[src/rtl/pipe_csa_adder_if.sv]
// pipe_csa_adder_if
//
// Purpose: bundles the operand/result valid-ready handshake of the pipelined
// carry-select adder into a single port.
//
// Signals:
//   R, T        operands A and B (WIDTH bits)
//   Cin         carry-in for add, borrow-in for subtract
//   sub         0 selects R + T + Cin, 1 selects R - T - Cin
//   in_valid    producer has operands ready
//   in_ready    adder can take operands this cycle
//   sum         result (WIDTH bits)
//   Cout        raw carry out of the MSB (for subtract: 1 means no borrow)
//   OF          signed overflow of the result
//   out_valid   result available
//   out_ready   consumer takes the result this cycle
//
// Modports:
//   master  the side that supplies operands and consumes results
//   slave   the adder itself
interface pipe_csa_adder_if #(
  parameter int WIDTH = 32
);
  logic [WIDTH-1:0] R;
  logic [WIDTH-1:0] T;
  logic             Cin;
  logic             sub;
  logic             in_valid;
  logic             in_ready;
  logic [WIDTH-1:0] sum;
  logic             Cout;
  logic             OF;
  logic             out_valid;
  logic             out_ready;

  modport master (
    output R, T, Cin, sub, in_valid, out_ready,
    input  in_ready, sum, Cout, OF, out_valid
  );

  modport slave (
    input  R, T, Cin, sub, in_valid, out_ready,
    output in_ready, sum, Cout, OF, out_valid
  );
endinterface

[src/rtl/pipe_csa_adder.sv]
// pipe_csa_adder
//
// Purpose: pipelined carry-select adder/subtractor. The operands are cut into
// BLK-bit slices and stage k resolves slice k: both carry-in hypotheses are
// summed and the carry registered by stage k-1 picks one. Every stage carries
// the full operands forward, which gives the skew for the upper slices. It also
// carries the already-finished lower sum slices, which gives the de-skew, so
// the result leaves the last stage aligned. Latency is NSTG = WIDTH/BLK cycles,
// and throughput is one result per cycle.
//
// Ports:
//   clk   rising-edge clock
//   rst   asynchronous active-high reset, clears every valid, data and carry
//   bus   pipe_csa_adder_if.slave: R, T, Cin, sub, in_valid, out_ready in;
//         in_ready, sum, Cout, OF, out_valid out
//
// Parameters:
//   WIDTH  operand/result width, a multiple of BLK
//   BLK    slice width per stage, at least 2
//
// Configuration macro:
//   PIPE_CSA_SAT_EN  when defined, a signed overflow clamps sum to the largest
//                    positive value (R non-negative) or the most negative value
//                    (R negative). OF and Cout are still reported raw.
module pipe_csa_adder #(
  parameter int WIDTH = 32,
  parameter int BLK   = 8
) (
  input logic             clk,
  input logic             rst,
  pipe_csa_adder_if.slave bus
);
  localparam int NSTG = WIDTH / BLK;

  logic [WIDTH-1:0] a_q [NSTG];
  logic [WIDTH-1:0] a_d [NSTG];
  logic [WIDTH-1:0] b_q [NSTG];
  logic [WIDTH-1:0] b_d [NSTG];
  logic [WIDTH-1:0] s_q [NSTG];
  logic [WIDTH-1:0] s_d [NSTG];
  logic [NSTG-1:0]  c_q;
  logic [NSTG-1:0]  c_d;
  logic [NSTG-1:0]  v_q;
  logic [NSTG-1:0]  v_d;
  logic             of_q;
  logic             of_d;

  logic [WIDTH-1:0] in_a [NSTG];
  logic [WIDTH-1:0] in_b [NSTG];
  logic [WIDTH-1:0] in_s [NSTG];
  logic [NSTG-1:0]  in_c;
  logic [NSTG-1:0]  in_v;

  logic             stall;
  logic [WIDTH-1:0] eff_b;
  logic             eff_cin;
  logic [BLK:0]     slice;
  logic             msb_carry_in;
  logic [WIDTH-1:0] final_sum;

  // Carry-select slice: both hypotheses are summed in parallel, and the
  // incoming carry chooses one. The top bit of the result is the slice carry-out.
  function automatic logic [BLK:0] slice_sel(input logic [BLK-1:0] a,
                                             input logic [BLK-1:0] b,
                                             input logic           cin);
    logic [BLK:0] s0;
    logic [BLK:0] s1;
    s0 = {1'b0, a} + {1'b0, b};
    s1 = {1'b0, a} + {1'b0, b} + {{BLK{1'b0}}, 1'b1};
    return cin ? s1 : s0;
  endfunction

  // The pipeline moves only as a whole. While the last stage holds a result
  // that the consumer refuses, every stage freezes, including bubbles.
  // Subtraction becomes addition of the inverted operand with the inverted
  // borrow.
  assign stall   = v_q[NSTG-1] && !bus.out_ready;
  assign eff_b   = bus.sub ? ~bus.T : bus.T;
  assign eff_cin = bus.sub ? !bus.Cin : bus.Cin;

  // Gather what each stage consumes. Stage 0 takes the operands straight from
  // the port, with an empty partial sum. Each later stage takes the registers
  // of the stage before it.
  always_comb begin
    in_a    = '{default: '0};
    in_b    = '{default: '0};
    in_s    = '{default: '0};
    in_c    = '0;
    in_v    = '0;
    in_a[0] = bus.R;
    in_b[0] = eff_b;
    in_s[0] = '0;
    in_c[0] = eff_cin;
    in_v[0] = bus.in_valid;
    for (int k = 1; k < NSTG; k++) begin
      in_a[k] = a_q[k-1];
      in_b[k] = b_q[k-1];
      in_s[k] = s_q[k-1];
      in_c[k] = c_q[k-1];
      in_v[k] = v_q[k-1];
    end
  end

  // Next-state computation for every stage. When stalled, everything holds.
  // Otherwise stage k writes its resolved slice into the partial sum and
  // passes on its carry. The last stage also derives the signed overflow from
  // the carries into and out of the MSB. The carry into the MSB is recovered
  // as a^b^sum at that bit.
  always_comb begin
    a_d          = a_q;
    b_d          = b_q;
    s_d          = s_q;
    c_d          = c_q;
    v_d          = v_q;
    of_d         = of_q;
    slice        = '0;
    msb_carry_in = 1'b0;
    final_sum    = '0;
    if (!stall) begin
      for (int k = 0; k < NSTG; k++) begin
        slice                  = slice_sel(in_a[k][k*BLK +: BLK],
                                           in_b[k][k*BLK +: BLK],
                                           in_c[k]);
        a_d[k]                 = in_a[k];
        b_d[k]                 = in_b[k];
        s_d[k]                 = in_s[k];
        s_d[k][k*BLK +: BLK]   = slice[BLK-1:0];
        c_d[k]                 = slice[BLK];
        v_d[k]                 = in_v[k];
      end
      msb_carry_in = in_a[NSTG-1][WIDTH-1] ^ in_b[NSTG-1][WIDTH-1]
                     ^ s_d[NSTG-1][WIDTH-1];
      of_d         = msb_carry_in ^ c_d[NSTG-1];
`ifdef PIPE_CSA_SAT_EN
      if (of_d) begin
        final_sum = in_a[NSTG-1][WIDTH-1] ? {1'b1, {(WIDTH-1){1'b0}}}
                                          : {1'b0, {(WIDTH-1){1'b1}}};
      end else begin
        final_sum = s_d[NSTG-1];
      end
`else
      final_sum = s_d[NSTG-1];
`endif
      s_d[NSTG-1] = final_sum;
    end
  end

  // Stage registers. An asynchronous reset empties the pipe and clears every
  // data and carry register, so no in-flight result survives it.
  always_ff @(posedge clk or posedge rst) begin
    if (rst) begin
      for (int k = 0; k < NSTG; k++) begin
        a_q[k] <= '0;
        b_q[k] <= '0;
        s_q[k] <= '0;
      end
      c_q  <= '0;
      v_q  <= '0;
      of_q <= 1'b0;
    end else begin
      for (int k = 0; k < NSTG; k++) begin
        a_q[k] <= a_d[k];
        b_q[k] <= b_d[k];
        s_q[k] <= s_d[k];
      end
      c_q  <= c_d;
      v_q  <= v_d;
      of_q <= of_d;
    end
  end

  // The result is read directly from the last stage. The input side is ready
  // whenever the pipe is not frozen.
  assign bus.in_ready  = !stall;
  assign bus.out_valid = v_q[NSTG-1];
  assign bus.sum       = s_q[NSTG-1];
  assign bus.Cout      = c_q[NSTG-1];
  assign bus.OF        = of_q;
endmodule

[src/flat_wrapper.sv]
// flat-port wrapper written by rule: the top's interface ports become plain ports
module pipe_csa_adder_flat 
#(
  parameter int WIDTH = 32,
  parameter int BLK   = 8
)
  (clk, rst, bus_R, bus_T, bus_Cin, bus_sub, bus_in_valid, bus_out_ready, bus_in_ready, bus_sum, bus_Cout, bus_OF, bus_out_valid);
  pipe_csa_adder_if #(.WIDTH(WIDTH)) bus_i ();
  input logic clk;
  input logic rst;
  input wire logic [$bits(bus_i.R)-1:0] bus_R;
  input wire logic [$bits(bus_i.T)-1:0] bus_T;
  input wire logic [$bits(bus_i.Cin)-1:0] bus_Cin;
  input wire logic [$bits(bus_i.sub)-1:0] bus_sub;
  input wire logic [$bits(bus_i.in_valid)-1:0] bus_in_valid;
  input wire logic [$bits(bus_i.out_ready)-1:0] bus_out_ready;
  output wire logic [$bits(bus_i.in_ready)-1:0] bus_in_ready;
  output wire logic [$bits(bus_i.sum)-1:0] bus_sum;
  output wire logic [$bits(bus_i.Cout)-1:0] bus_Cout;
  output wire logic [$bits(bus_i.OF)-1:0] bus_OF;
  output wire logic [$bits(bus_i.out_valid)-1:0] bus_out_valid;
  assign bus_i.R = bus_R;
  assign bus_i.T = bus_T;
  assign bus_i.Cin = bus_Cin;
  assign bus_i.sub = bus_sub;
  assign bus_i.in_valid = bus_in_valid;
  assign bus_i.out_ready = bus_out_ready;
  assign bus_in_ready = bus_i.in_ready;
  assign bus_sum = bus_i.sum;
  assign bus_Cout = bus_i.Cout;
  assign bus_OF = bus_i.OF;
  assign bus_out_valid = bus_i.out_valid;
  pipe_csa_adder #(.WIDTH(WIDTH), .BLK(BLK)) u_core (.clk(clk), .rst(rst), .bus(bus_i));
endmodule
[config.mk]
export PLATFORM = sky130hd
export DESIGN_NAME = pipe_csa_adder_flat
export DESIGN_NICKNAME = d
export VERILOG_FILES = /design/src/rtl/pipe_csa_adder_if.sv /design/src/rtl/pipe_csa_adder.sv /design/src/flat_wrapper.sv
export SDC_FILE = /design/constraint.sdc
export NUM_CORES = 1
export LEC_CHECK = 0
export ABC_AREA = 0
export BUFFER_PORTS_ARGS = -buffer_cell sky130_fd_sc_hd__buf_2
export CAP_MARGIN = 20
export CORE_MARGIN = 2
export CORE_UTILIZATION = 53
export CTS_CLUSTER_DIAMETER = 150
export CTS_CLUSTER_SIZE = 12
export DETAILED_ROUTE_END_ITERATION = 10
export GPL_ROUTABILITY_DRIVEN = 0
export PLACE_DENSITY = 0.83
export SYNTH_ARGS = -nofsm -noshare
export SYNTH_HDL_FRONTEND = slang
export SYNTH_SLANG_ARGS = --single-unit
[constraint.sdc]
create_clock -name clk -period 6.4 [get_ports clk]
set_clock_uncertainty 0.2 [all_clocks]
set_input_delay 0.96 -clock clk [delete_from_list [all_inputs] [get_ports clk]]
set_output_delay 0.96 -clock clk [all_outputs]
set_load 0.01 [all_outputs]
======== Word-level counts from Yosys, hierarchy flattened ========
Index checks and enable logic that the tools add are counted.
cells by class
  bitwise gates (word level) .............. 4
  muxes and demuxes ....................... 6
  equal/unequal tests ..................... 0
  $add $sub $neg .......................... 8
  reductions and logical operators ........ 4
  shift operators ......................... 0
  multipliers ............................. 0
  divide/modulo/power cells ............... 0
  order comparisons ....................... 0
operator list
  kind                                                           number
  8-bit by 8-bit adder with 9-bit output                         4
  9-bit by 1-bit adder with 9-bit output, second input constant  4
  9-bit 2-to-1 mux                                               4
  32-bit 2-to-1 mux                                              1
  32-bit NOT                                                     1
  1-bit logical NOT                                              3
  1-bit bitwise XOR                                              3
  1-bit logical AND                                              1
  1-bit 2-to-1 mux                                               1
storage, ports and cells
  input port bits ......................... 70
  output and inout bits ................... 36
  memories ................................ 0
  bits in writable memories ............... 0
  memory bits (read-only) ................. 0
  word-level logic and storage cells ...... 35
  bits in latches ......................... 0
  flip-flop bits (word level) ............. 281

======== Depth between registers and ports, before layout ========
Gate-level depths: netlist (run 1).
  word-level depth ........................ 5
  mapped depth ............................ 13
  depth with buffers taken out ............ 11

======== Least setup slack after synthesis (run 1) ========
OpenSTA, ideal clock, no wires.
  kind .................................... in2reg
  start point ............................. in bus_sub
  end point ............................... reg u_core.c_q[0]
  data required time ...................... 6.064 ns
  setup slack ............................. 2.458 ns
  stages on the path ...................... 13
  buffers on the path ..................... 2
  library setup time ...................... 0.136 ns
  data arrival time ....................... 3.607 ns
  path through ............................ buf_2 -> buf_1 -> xor2_1 -> ha_1 -> inv_1 -> fa_1 -> nor2b_1 -> o21ai_0 -> a21boi_1 -> o31ai_1 -> and4_1 -> a2111oi_0 -> nor3_1
between the ends
  word-level cells in the longest chain between the ends .. 4
  elaborated cells between the ends (all ways) .. 5
ends and longest elaborated chain
  what                                    RTL line                                    source
  from (decl)                             flat_wrapper.sv:14                          input wire logic [$bits(bus_i.sub)-1:0] bus_sub;
  32-bit 2-to-1 mux                       pipe_csa_adder.sv:78                        assign eff_b = bus.sub ? ~bus.T : bus.T;
  8-bit by 8-bit adder with 9-bit output  pipe_csa_adder.sv:68, pipe_csa_adder.sv:69
  9-bit by 1-bit adder with 9-bit output  pipe_csa_adder.sv:69                        s1 = {1'b0, a} + {1'b0, b} + {{BLK{1'b0}}, 1'b1};
  9-bit 2-to-1 mux (*)                    pipe_csa_adder.sv:70                        return cin ? s1 : s0;
  to (signal assigned)                    pipe_csa_adder.sv:157                       c_q <= '0;
  to (signal assigned)                    pipe_csa_adder.sv:166                       c_q <= c_d;
  to (decl)                               pipe_csa_adder.sv:41                        logic [NSTG-1:0] c_q;
Every way passes the cells marked *; elsewhere a longest branch is shown, timed or not.
A chain may end at the register's enable or synchronous reset.

======== Worst setup path in the final report (run 1) ========
Same ends and word-level chain as after synthesis.

==> results.py, run 1 <==
metrics = {
    "status": {
        "status": "completed",
    },
    "die": {
        "dieArea_um2": 17990,
        "core_area_um2": 16580,
        "rows": 47,
        "ios": 106,
        "chipHeight_um": 134.1,
        "initial_core_util_pct": 54.10,
        "die_w_um": 134.1,
    },
    "logic_synthesis": {
        "syn_nets": 1116,
        "synthFlopType": "dfrtp_1",
        "synth_seq_cells": 185,
        "synthCells": 1005,
        "yosys_warnings": 0,
        "synth_cell_type_count": 60,
        "synth_edf_count": 0,
        "async_reset_ff_share_pct": 100.0,
        "avgSynthCellArea_um2": 8.928,
        "syn_area_um2": 8972,
        "yosysSeqAreaShare_pct": 51.60,
    },
    "grt": {
        "grt_max_degree": 229,
        "track_usage_pct": 20.40,
        "grt_pass1_vias": 6535,
        "grt_first_pass_wirelength_um": 29840,
        "grt.overflow.total": 0,
        "antenna_found_initial": 0,
    },
    "timing": {
        "max-slew-margin-rel_pct": 37.43,
        "drv_slew": 0,
        "max_freq_mhz": 264.5,
        "worst_pin_slew_ns": 0.9386,
        "rsz0062_at_grt": "no",
        "tns_ns": 0,
        "period_share_pct": 59.07,
        "setup_viol": 0,
        "hold_viol_final": 0,
        "finalCriticalPeriod_ns": 3.780,
    },
    "route": {
        "ant_nets": 0,
        "drtIter0Drc": 545,
        "firstDrtPassIters": 5,
        "wl_met2_um": 8208,
        "met1Wirelength_um": 8013,
        "wirelength_um": 17130,
        "vias_per_cell": 5.094,
        "top_layer": "met4",
        "route.detailed.drc": 0,
        "met3_length_um": 642,
        "vias": 6729,
        "wl_per_cell_um": 12.96,
    },
    "clock_network": {
        "ctsHtreeMaxLevel": 4,
        "cts_resized": 0,
        "cts_tree": "yes",
        "clk_latency_ns": 0.43,
        "clk_pin_slew_ns": 0.06,
        "hold_buffers": 0,
        "clkSinkCount": 185,
        "root_buffer": "clkbuf_16",
        "post_cts_buffers": 0,
        "cts_buffers": 17,
        "clockBufferDepth": 2,
    },
    "cells_and_area": {
        "diodes": 0,
        "fillerInstances": 1418,
        "nets": 1199,
        "drive_gt1_share_pct": 14.08,
        "area_growth_pct": 15.41,
    },
    "power": {
        "netSwitchingPower_uw": 2000,
        "seqPwrFrac_pct": 37.0,
        "p_per_area_nw_per_um2": 520.5,
        "peakVddDrop_v": 0.0004855,
        "p_comb_share_pct": 40.5,
        "p_leak_uw": 0.005187,
        "fin_total_pwr_uw": 5390,
        "p_sw_share_pct": 37.11,
        "p_int_uw": 3390,
        "clock_power_share_pct": 22.5,
    },
    "worst_setup_path": {
        "path_class": "in -> reg",
        "worstPathMaxFanout": 33,
        "crit_path_start_kind": "input pin",
        "endpoint": "u_core.c_q[0]$_DFFE_PP0N_",
        "rr_startpoint": "u_core.b_q[104]$_DFFE_PP0N_",
        "timing.rr.end": "u_core.c_q[1]$_DFFE_PP0N_",
        "reg2reg_depth": 11,
        "cp.arrival_ns": 3.88,
        "cp-end-kind": "register",
        "ff2ff_setup_slack_ns": 3.39,
        "critPathRequiredTime_ns": 6.50,
        "crit_start": "bus_sub",
    },
    "placed_design": {
        "port_buffers": 105,
        "dpl.hpwl_um": 11350,
    },
    "job": {
        "maxCapViolations": 0,
    },
    "worst_hold_path": {
        "hp-class": "reg -> reg",
    },
}
worst max-delay path, stage by stage:
cell	delay, ns
buf_2	0.07
buf_4	0.48
xor2_1	0.23
ha_1	0.21
inv_1	0.06
fa_1	0.39
nor2b_1	0.11
o21ai_0	0.10
a21boi_1	0.35
o31ai_1	0.17
and4_1	0.22
a2111oi_0	0.39
nor3_1	0.10
layout make-up:
| type | count | area, um^2 | area share, % |
|---|---|---|---|
| Multi-Input combinational cell | 756 | 4108 | 39.67 |
| Inverter | 18 | 75.07 | 0.7250 |
| Timing Repair Buffer | 110 | 575.6 | 5.558 |
| Sequential cell | 185 | 4629 | 44.71 |
| Clock buffer | 20 | 446.7 | 4.314 |
| Tap cell | 220 | 275.3 | 2.658 |
| Clock inverter | 12 | 245.2 | 2.368 |
layout by cell type, fill, tap and decap left out, types with 3 or more instances in the layout:
| master | n |
|---|---|
| clkbuf_16 | 17 |
| xor2_1 | 19 |
| o2111a_1 | 3 |
| ha_1 | 37 |
| a211oi_1 | 3 |
| a21oi_1 | 22 |
| buf_2 | 105 |
| buf_4 | 4 |
| a21o_1 | 5 |
| nand3_1 | 5 |
| nor2_1 | 25 |
| o21a_1 | 10 |
| and3_1 | 4 |
| xnor2_1 | 52 |
| nor4_1 | 4 |
| bufinv_16 | 7 |
| nor2b_1 | 4 |
| fa_1 | 4 |
| nand2_1 | 430 |
| o21ai_0 | 68 |
| nor3_1 | 3 |
| nand4_1 | 8 |
| o31ai_1 | 4 |
| or3_1 | 4 |
| and4_1 | 4 |
| dfrtp_1 | 185 |
| inv_1 | 16 |
per-stage QoR:
step | setup slack (ns) | hold WS [ns] | cell area [um^2] | std cells | util (%)
final | 2.620 | 0.2606 | 10350 | 1321 | 62.44
after global routing | 2.310 | 0.2825 | 10350 | 1321 | 62.44
after CTS | 2.655 | 0.2627 | 10350 | 1321 | 62.44
after floorplan | 0.2113 | 0.2300 | 8972 | 1005 | -
after global placement | 2.316 | 0.2441 | 9663 | 1289 | 58.27
after detailed placement | 2.206 | 0.2477 | 9663 | 1289 | 58.27
sequential cells by signal, indices dropped and copies added (netlist names):
signal          count
u_core.in_s        48
u_core.b_q         48
u_core.bus.OF       1
u_core.v_q          4
u_core.bus.sum     32
u_core.c_q          4
u_core.a_q         48
routing by layer:
metal | vias to the layer above | global-route usage (%)
met3 | 20 | 3.401
li1 | 3438 | -
met2 | 134 | 33.65
met4 | 0 | 6.842
met1 | 3137 | 27.72
met5 | - | 0
synth_stat cells (2+ instances only):
cell	instances	area share, %
nor3b_1	2	0.17
o2111a_1	3	0.38
and3_1	4	0.28
a211oi_1	3	0.25
xnor2_1	52	5.1
a21oi_1	22	1.2
nand3_1	5	0.28
inv_1	17	0.71
nor2b_1	5	0.35
xor2_1	19	1.9
nor4_1	4	0.28
and4_1	4	0.39
o21a_1	10	0.84
fa_1	4	0.89
a2111oi_0	2	0.20
buf_1	6	0.25
nor2_1	25	1.0
mux2i_1	2	0.22
clkbuf_1	38	1.6
nand4_1	8	0.56
nand2_1	430	18
nor3_1	3	0.17
or3_1	4	0.28
ha_1	37	5.2
o21ai_0	68	3.8
a21boi_0	2	0.17
and3_4	2	0.25
dfrtp_1	185	52
a21o_1	5	0.42
o31ai_1	4	0.33
power by group through the flow:
stage,registers [uW],clock network [uW],logic [uW]
after global routing,2060,1280,2500
after detailed placement,2010,0,2170
final,1990,1210,2180
after CTS,1990,1240,2200
after floorplan,1980,0,1670
after global placement,1990,0,2090
worst min path at each step:
stage                                         startpoint                        endpoint  cells after the start  slack, ns
after global routing      u_core.bus.sum[22]$_DFFE_PP0N_  u_core.bus.sum[22]$_DFFE_PP0N_                      2       0.28
after floorplan                u_core.v_q[2]$_DFFE_PP0N_       u_core.v_q[2]$_DFFE_PP0N_                      2       0.23
after global placement     u_core.bus.sum[3]$_DFFE_PP0N_   u_core.bus.sum[3]$_DFFE_PP0N_                      2       0.24
final                          u_core.v_q[2]$_DFFE_PP0N_       u_core.v_q[3]$_DFFE_PP0N_                      1       0.26
after CTS                      u_core.v_q[2]$_DFFE_PP0N_       u_core.v_q[2]$_DFFE_PP0N_                      2       0.26
after detailed placement       u_core.v_q[2]$_DFFE_PP0N_       u_core.v_q[2]$_DFFE_PP0N_                      2       0.25
cell families (layout without fill, tap and decap cells):
family,Yosys count,in the layout,share of synthesized area [%]
muxes,2,2,0.2231
buffers and inverters,64,160,2.705
DFF,185,185,51.60
adders and majority gates,41,41,6.052
xor gates and xnor gates,73,73,7.363
AOI/OAI and AO/OA,136,136,9.288
and+or+nand+nor,504,504,22.77
Power figures use the tool's default switching activity.
==> inputs of run 2 (changes only) <==
--- a/config.mk
+++ b/config.mk
@@ -9,12 +9,12 @@
 export BUFFER_PORTS_ARGS = -buffer_cell sky130_fd_sc_hd__buf_2
 export CAP_MARGIN = 20
 export CORE_MARGIN = 2
-export CORE_UTILIZATION = 53
+export CORE_UTILIZATION = 59
 export CTS_CLUSTER_DIAMETER = 150
 export CTS_CLUSTER_SIZE = 12
 export DETAILED_ROUTE_END_ITERATION = 10
 export GPL_ROUTABILITY_DRIVEN = 0
-export PLACE_DENSITY = 0.83
+export PLACE_DENSITY = 0.88
 export SYNTH_ARGS = -nofsm -noshare
 export SYNTH_HDL_FRONTEND = slang
 export SYNTH_SLANG_ARGS = --single-unit
==> constraint.sdc (replaced) <==
create_clock -name clk -period 3.6 [get_ports clk]
set_clock_uncertainty 0.2 [all_clocks]
set_input_delay 0.54 -clock clk [delete_from_list [all_inputs] [get_ports clk]]
set_output_delay 0.54 -clock clk [all_outputs]
set_load 0.01 [all_outputs]
==> results.py, run 2 (synthesis gave the netlist of run 1 again) <==
metrics = {
    "cells_and_area": {
        "area_growth_pct": 14.31,
        "nets": 1202,
        "layout_commonest_cell": "nand2_1",
        "drive_gt1_share_pct": 14.49,
        "diodes": 0,
        "seqCellArea_um2": 4629,
        "fillerInstances": 1175,
        "layout_common_cells": "nand2_1, dfrtp_1, buf_2",
        "multi_input_area_um2": 4108,
    },
    "power": {
        "netSwitchingPower_uw": 3633,
        "seqPwrFrac_pct": 38.0,
        "p_comb_share_pct": 42.0,
        "p_leak_uw": 0.005160,
        "clock_power_share_pct": 20.0,
        "p_sw_share_pct": 38.90,
        "peakVddDrop_v": 0.0003717,
        "p_per_area_nw_per_um2": 910.4,
        "p_int_uw": 5705,
    },
    "grt": {
        "grt_pass1_vias": 6526,
        "grt_max_degree": 229,
        "grt_first_pass_wirelength_um": 29390,
        "track_usage_pct": 22.30,
        "antenna_found_initial": 0,
        "grt.overflow.total": 0,
    },
    "die": {
        "dieArea_um2": 16210,
        "core_area_um2": 15030,
        "rows": 45,
        "initial_core_util_pct": 59.68,
        "die_w_um": 127.3,
        "chipHeight_um": 127.3,
        "ios": 106,
    },
    "clock_network": {
        "clkSinkCount": 185,
        "cts_tree": "yes",
        "clockBufferDepth": 2,
        "post_cts_buffers": 0,
        "clk_latency_ns": 0.42,
        "cts_resized": 0,
        "cts_buffers": 17,
        "hold_buffers": 0,
        "root_buffer": "clkbuf_16",
        "clk_pin_slew_ns": 0.07,
        "ctsHtreeMaxLevel": 4,
    },
    "route": {
        "ant_nets": 0,
        "drtIter0Drc": 590,
        "vias_per_cell": 5.282,
        "wl_per_cell_um": 13.39,
        "firstDrtPassIters": 5,
        "vias": 6824,
        "wirelength_um": 17300,
        "route.detailed.drc": 0,
    },
    "timing": {
        "max-slew-margin-rel_pct": 41.62,
        "setup_viol": 0,
        "drv_slew": 0,
        "rsz0062_at_grt": "no",
        "finalCriticalPeriod_ns": 3.018,
        "tns_ns": 0,
        "period_share_pct": 83.83,
        "worst_pin_slew_ns": 0.8758,
        "max_freq_mhz": 331.4,
        "hold_viol_final": 0,
        "hold_slack_ns": 0.06307,
    },
    "worst_setup_path": {
        "crit_buf_inv": 2,
        "worstPathMaxFanout": 5,
        "crit_family": "compound AO/OA/AOI/OAI gates",
        "crit_chain": "buf_2 -> xor2_1 -> ha_1 -> inv_1 -> fa_1 -> nor2b_1 -> o21ai_0 -> a21boi_1 -> o31ai_1 -> and4_1 -> a2111oi_0 -> nor3_1",
        "cp.arrival_ns": 3.11,
        "crit_path_start_kind": "input pin",
        "worst_path_max_delay_cell": "a2111oi_0",
        "cp-end-kind": "register",
        "critPathRequiredTime_ns": 3.70,
        "path_class": "in -> reg",
        "max_stage_delay_ns": 0.48,
    },
    "job": {
        "maxCapViolations": 0,
    },
    "placed_design": {
        "dpl.hpwl_um": 11550,
        "port_buffers": 105,
    },
    "worst_hold_path": {
        "hp-class": "in -> async",
    },
    "status": {
        "status": "completed",
    },
}
[run 2: changes by cell type in the layout (fill, tap and decap cells not counted), moves of 2 or more]
cell | previous run | this run
clkinv_4 | 2 | 5
clkbuf_1 | 2 | 0
buf_4 | 4 | 6
inv_6 | 1 | 5
bufinv_16 | 7 | 2
[run 2: routing by layer]
metal	track usage, %	wire, um	share of wire [%]	vias up
li1	-	-	-	3432
met1	29.26	7712	45	3220
met2	38.19	8764	51	149
met3	3.476	578	3.3	23
met4	7.563	242	1.4	0
met5	0	0	0	-
[run 2: layout make-up]
cell class                      instances  area share (%)
Sequential cell                       185           45.14
Multi-Input combinational cell        756           40.05
Timing Repair Buffer                  113           5.953
Clock buffer                           18           4.282
Tap cell                              188           2.294
Clock inverter                         14           1.562
Inverter                               18          0.7198
[run 2: stage by stage]
stage / setup slack [ns] / total power [uW] / instance area [um^2] / std cells / utilization [%]
floorplan: 0.07772 / 6479 / 8976 / 1005 / -
global placement: 0.3963 / 7219 / 9657 / 1260 / 64.24
detailed placement: 0.2357 / 7464 / 9657 / 1260 / 64.24
CTS: 0.5986 / 9388 / 10260 / 1292 / 68.22
global route: 0.3527 / 10080 / 10260 / 1292 / 68.22
finish: 0.5822 / 9337 / 10260 / 1292 / 68.22
[run 2: worst paths after layout]
check | from | endpoint | slack [ns] | cells after the start
worst min register to register | u_core.bus.sum[6]$_DFFE_PP0N_ | u_core.bus.sum[6]$_DFFE_PP0N_ | 0.26 | 2
worst max register to register | u_core.b_q[56]$_DFFE_PP0N_ | u_core.bus.OF$_DFFE_PP0N_ | 0.59 | 9
worst max-delay path | bus_sub | u_core.c_q[0]$_DFFE_PP0N_ | 0.58 | 12
max in group asynchronous | rst | u_core.in_s[12]$_DFFE_PP0N_ | 2.44 | 3
worst min-delay path | rst | u_core.in_s[2]$_DFFE_PP0N_ | 0.06 | 3
min in group clk | bus_R[18] | u_core.a_q[114]$_DFFE_PP0N_ | 0.11 | 3
[run 2: power groups by stage]
stage                     logic [uW]  clock network (uW)  registers, uW
after floorplan                 2960                   0           3520
after global placement          3700                   0           3520
after detailed placement        3890                   0           3580
after CTS                       3940                1900           3550
after global routing            4450                1970           3660
final                           3920                1870           3550
[run 2: worst register-to-register path, stage by stage, from the launching register on]
cell and delay, ns:
dfrtp_1 0.40, ha_1 0.25, fa_1 0.43, a21o_1 0.19
and4b_1 0.18, o21ai_0 0.39, and3_4 0.29, a21oi_1 0.08
or3_1 0.35, o211ai_1 0.16
==> inputs of run 3 (changes only) <==
==> constraint.sdc (replaced) <==
create_clock -name clk -period 2.8 [get_ports clk]
set_clock_uncertainty 0.2 [all_clocks]
set_input_delay 0.42 -clock clk [delete_from_list [all_inputs] [get_ports clk]]
set_output_delay 0.42 -clock clk [all_outputs]
set_load 0.01 [all_outputs]
==> results.py, run 3 (synthesis gave the netlist of run 1 again) <==
metrics = {
    "cells_and_area": {
        "fin_cells": 1332,
        "layout_commonest_cell": "nand2_1",
        "layout_common_cells": "nand2_1, dfrtp_1, buf_2",
        "nets": 1242,
        "diodes": 0,
        "drive_gt1_share_pct": 17.40,
        "area_growth_pct": 20.08,
        "utilization_pct": 71.67,
    },
    "worst_hold_path": {
        "hp-class": "in -> reg",
    },
    "timing": {
        "drv_slew": 0,
        "max_freq_mhz": 359.9,
        "max-slew-margin-rel_pct": 60.98,
        "hold_viol_final": 0,
        "worst_pin_slew_ns": 0.5854,
        "tns_ns": 0,
        "finalCriticalPeriod_ns": 2.779,
        "setup_viol": 0,
        "rsz0062_at_grt": "yes",
        "period_share_pct": 99.23,
    },
    "route": {
        "route.detailed.drc": 0,
        "wl_per_cell_um": 12.96,
        "drtIter0Drc": 574,
        "ant_nets": 0,
        "wirelength_um": 17260,
        "firstDrtPassIters": 5,
        "vias_per_cell": 5.265,
        "vias": 7013,
    },
    "grt": {
        "grt_pass1_vias": 6560,
        "grt.overflow.total": 0,
        "grt_first_pass_wirelength_um": 29950,
        "grt_max_degree": 122,
        "track_usage_pct": 22.71,
        "antenna_found_initial": 0,
    },
    "worst_setup_path": {
        "cp.arrival_ns": 2.93,
        "cp-end-kind": "register",
        "critPathRequiredTime_ns": 2.95,
        "crit_path_start_kind": "register",
        "worstPathMaxFanout": 4,
        "path_class": "reg -> reg",
    },
    "clock_network": {
        "clk_pin_slew_ns": 0.07,
        "cts_tree": "yes",
        "cts_buffers": 17,
        "clockBufferDepth": 2,
        "ctsHtreeMaxLevel": 4,
        "clk_latency_ns": 0.43,
        "clkSinkCount": 185,
        "root_buffer": "clkbuf_16",
    },
    "die": {
        "die_w_um": 127.3,
        "rows": 45,
        "dieArea_um2": 16210,
        "initial_core_util_pct": 59.68,
        "ios": 106,
        "core_area_um2": 15030,
        "chipHeight_um": 127.3,
    },
    "placed_design": {
        "port_buffers": 105,
        "dpl.hpwl_um": 11500,
        "dp.cells": 1278,
    },
    "power": {
        "p_leak_uw": 0.005362,
        "fin_total_pwr_uw": 12320,
        "p_per_area_nw_per_um2": 1144,
        "peakVddDrop_v": 0.0005075,
    },
    "job": {
        "maxCapViolations": 0,
    },
    "status": {
        "status": "completed",
    },
}
==> run 3: critical path, stage by stage (launching register included) <==
cell and delay [ns]:
dfrtp_1 0.40, ha_2 0.21, fa_2 0.35, a21o_1 0.18, and4b_1 0.18, or3_4 0.37
and3_4 0.19, and3_4 0.17, or3_1 0.29, o211ai_1 0.15
==> run 3: metal layers <==
metal  global-route usage, %  up-vias  share of wire, %
met5                       0        -                 0
met4                   7.434        0               1.7
met3                   4.104       22               3.4
met2                   37.62      135                49
met1                   30.65     3333                46
li1                        -     3523                 -
==> run 3: path summary, 6_finish.rpt <==
| kind | slack [ns] | to | start | cells after the start |
|---|---|---|---|---|
| worst max-delay path | 0.02 | u_core.bus.OF$_DFFE_PP0N_ | u_core.b_q[56]$_DFFE_PP0N_ | 9 |
| worst min-delay path | 0.008 | u_core.a_q[105]$_DFFE_PP0N_ | bus_R[9] | 3 |
| worst max register to register | 0.02 | u_core.bus.OF$_DFFE_PP0N_ | u_core.b_q[56]$_DFFE_PP0N_ | 9 |
| worst min register to register | 0.26 | u_core.bus.sum[6]$_DFFE_PP0N_ | u_core.bus.sum[6]$_DFFE_PP0N_ | 2 |
| max in group asynchronous | 1.25 | u_core.b_q[108]$_DFFE_PP0N_ | rst | 4 |
| min in group asynchronous | 0.30 | u_core.bus.sum[29]$_DFFE_PP0N_ | rst | 3 |
==> run 3: stage by stage <==
stage | setup slack [ns] | instance area (um^2) | hold slack [ns]
floorplan | -0.1985 | 9060 | 0.2300
global placement | -0.02566 | 9892 | 0.1845
detailed placement | -0.1064 | 9892 | 0.1874
CTS | 0.02118 | 10730 | 0.001073
global route | -0.04810 | 10770 | 0.02292
finish | 0.02145 | 10770 | 0.008354
==> run 3: cell type report <==
cell class / count / area, um^2
Fill cell: 1107 / 4259
Inverter: 18 / 73.82
Clock inverter: 12 / 141.4
Tap cell: 188 / 235.2
Clock buffer: 20 / 466.7
Timing Repair Buffer: 153 / 1003
Sequential cell: 185 / 4629
Multi-Input combinational cell: 756 / 4224
==> run 3: timing repair <==
item                                    CTS  global route
hold buffers                             22             0
pin swaps                                 0             3
setup buffers                             0             0
hold endpoints to repair                 30             0
endpoints found under the setup margin    3             7
gates resized for setup                   3            12
==> run 3: power by group <==
group          internal, uW  switching, uW  total, uW
logic                  2330           3020       5350
clock network          1400           1020       2420
registers              3870            686       4560
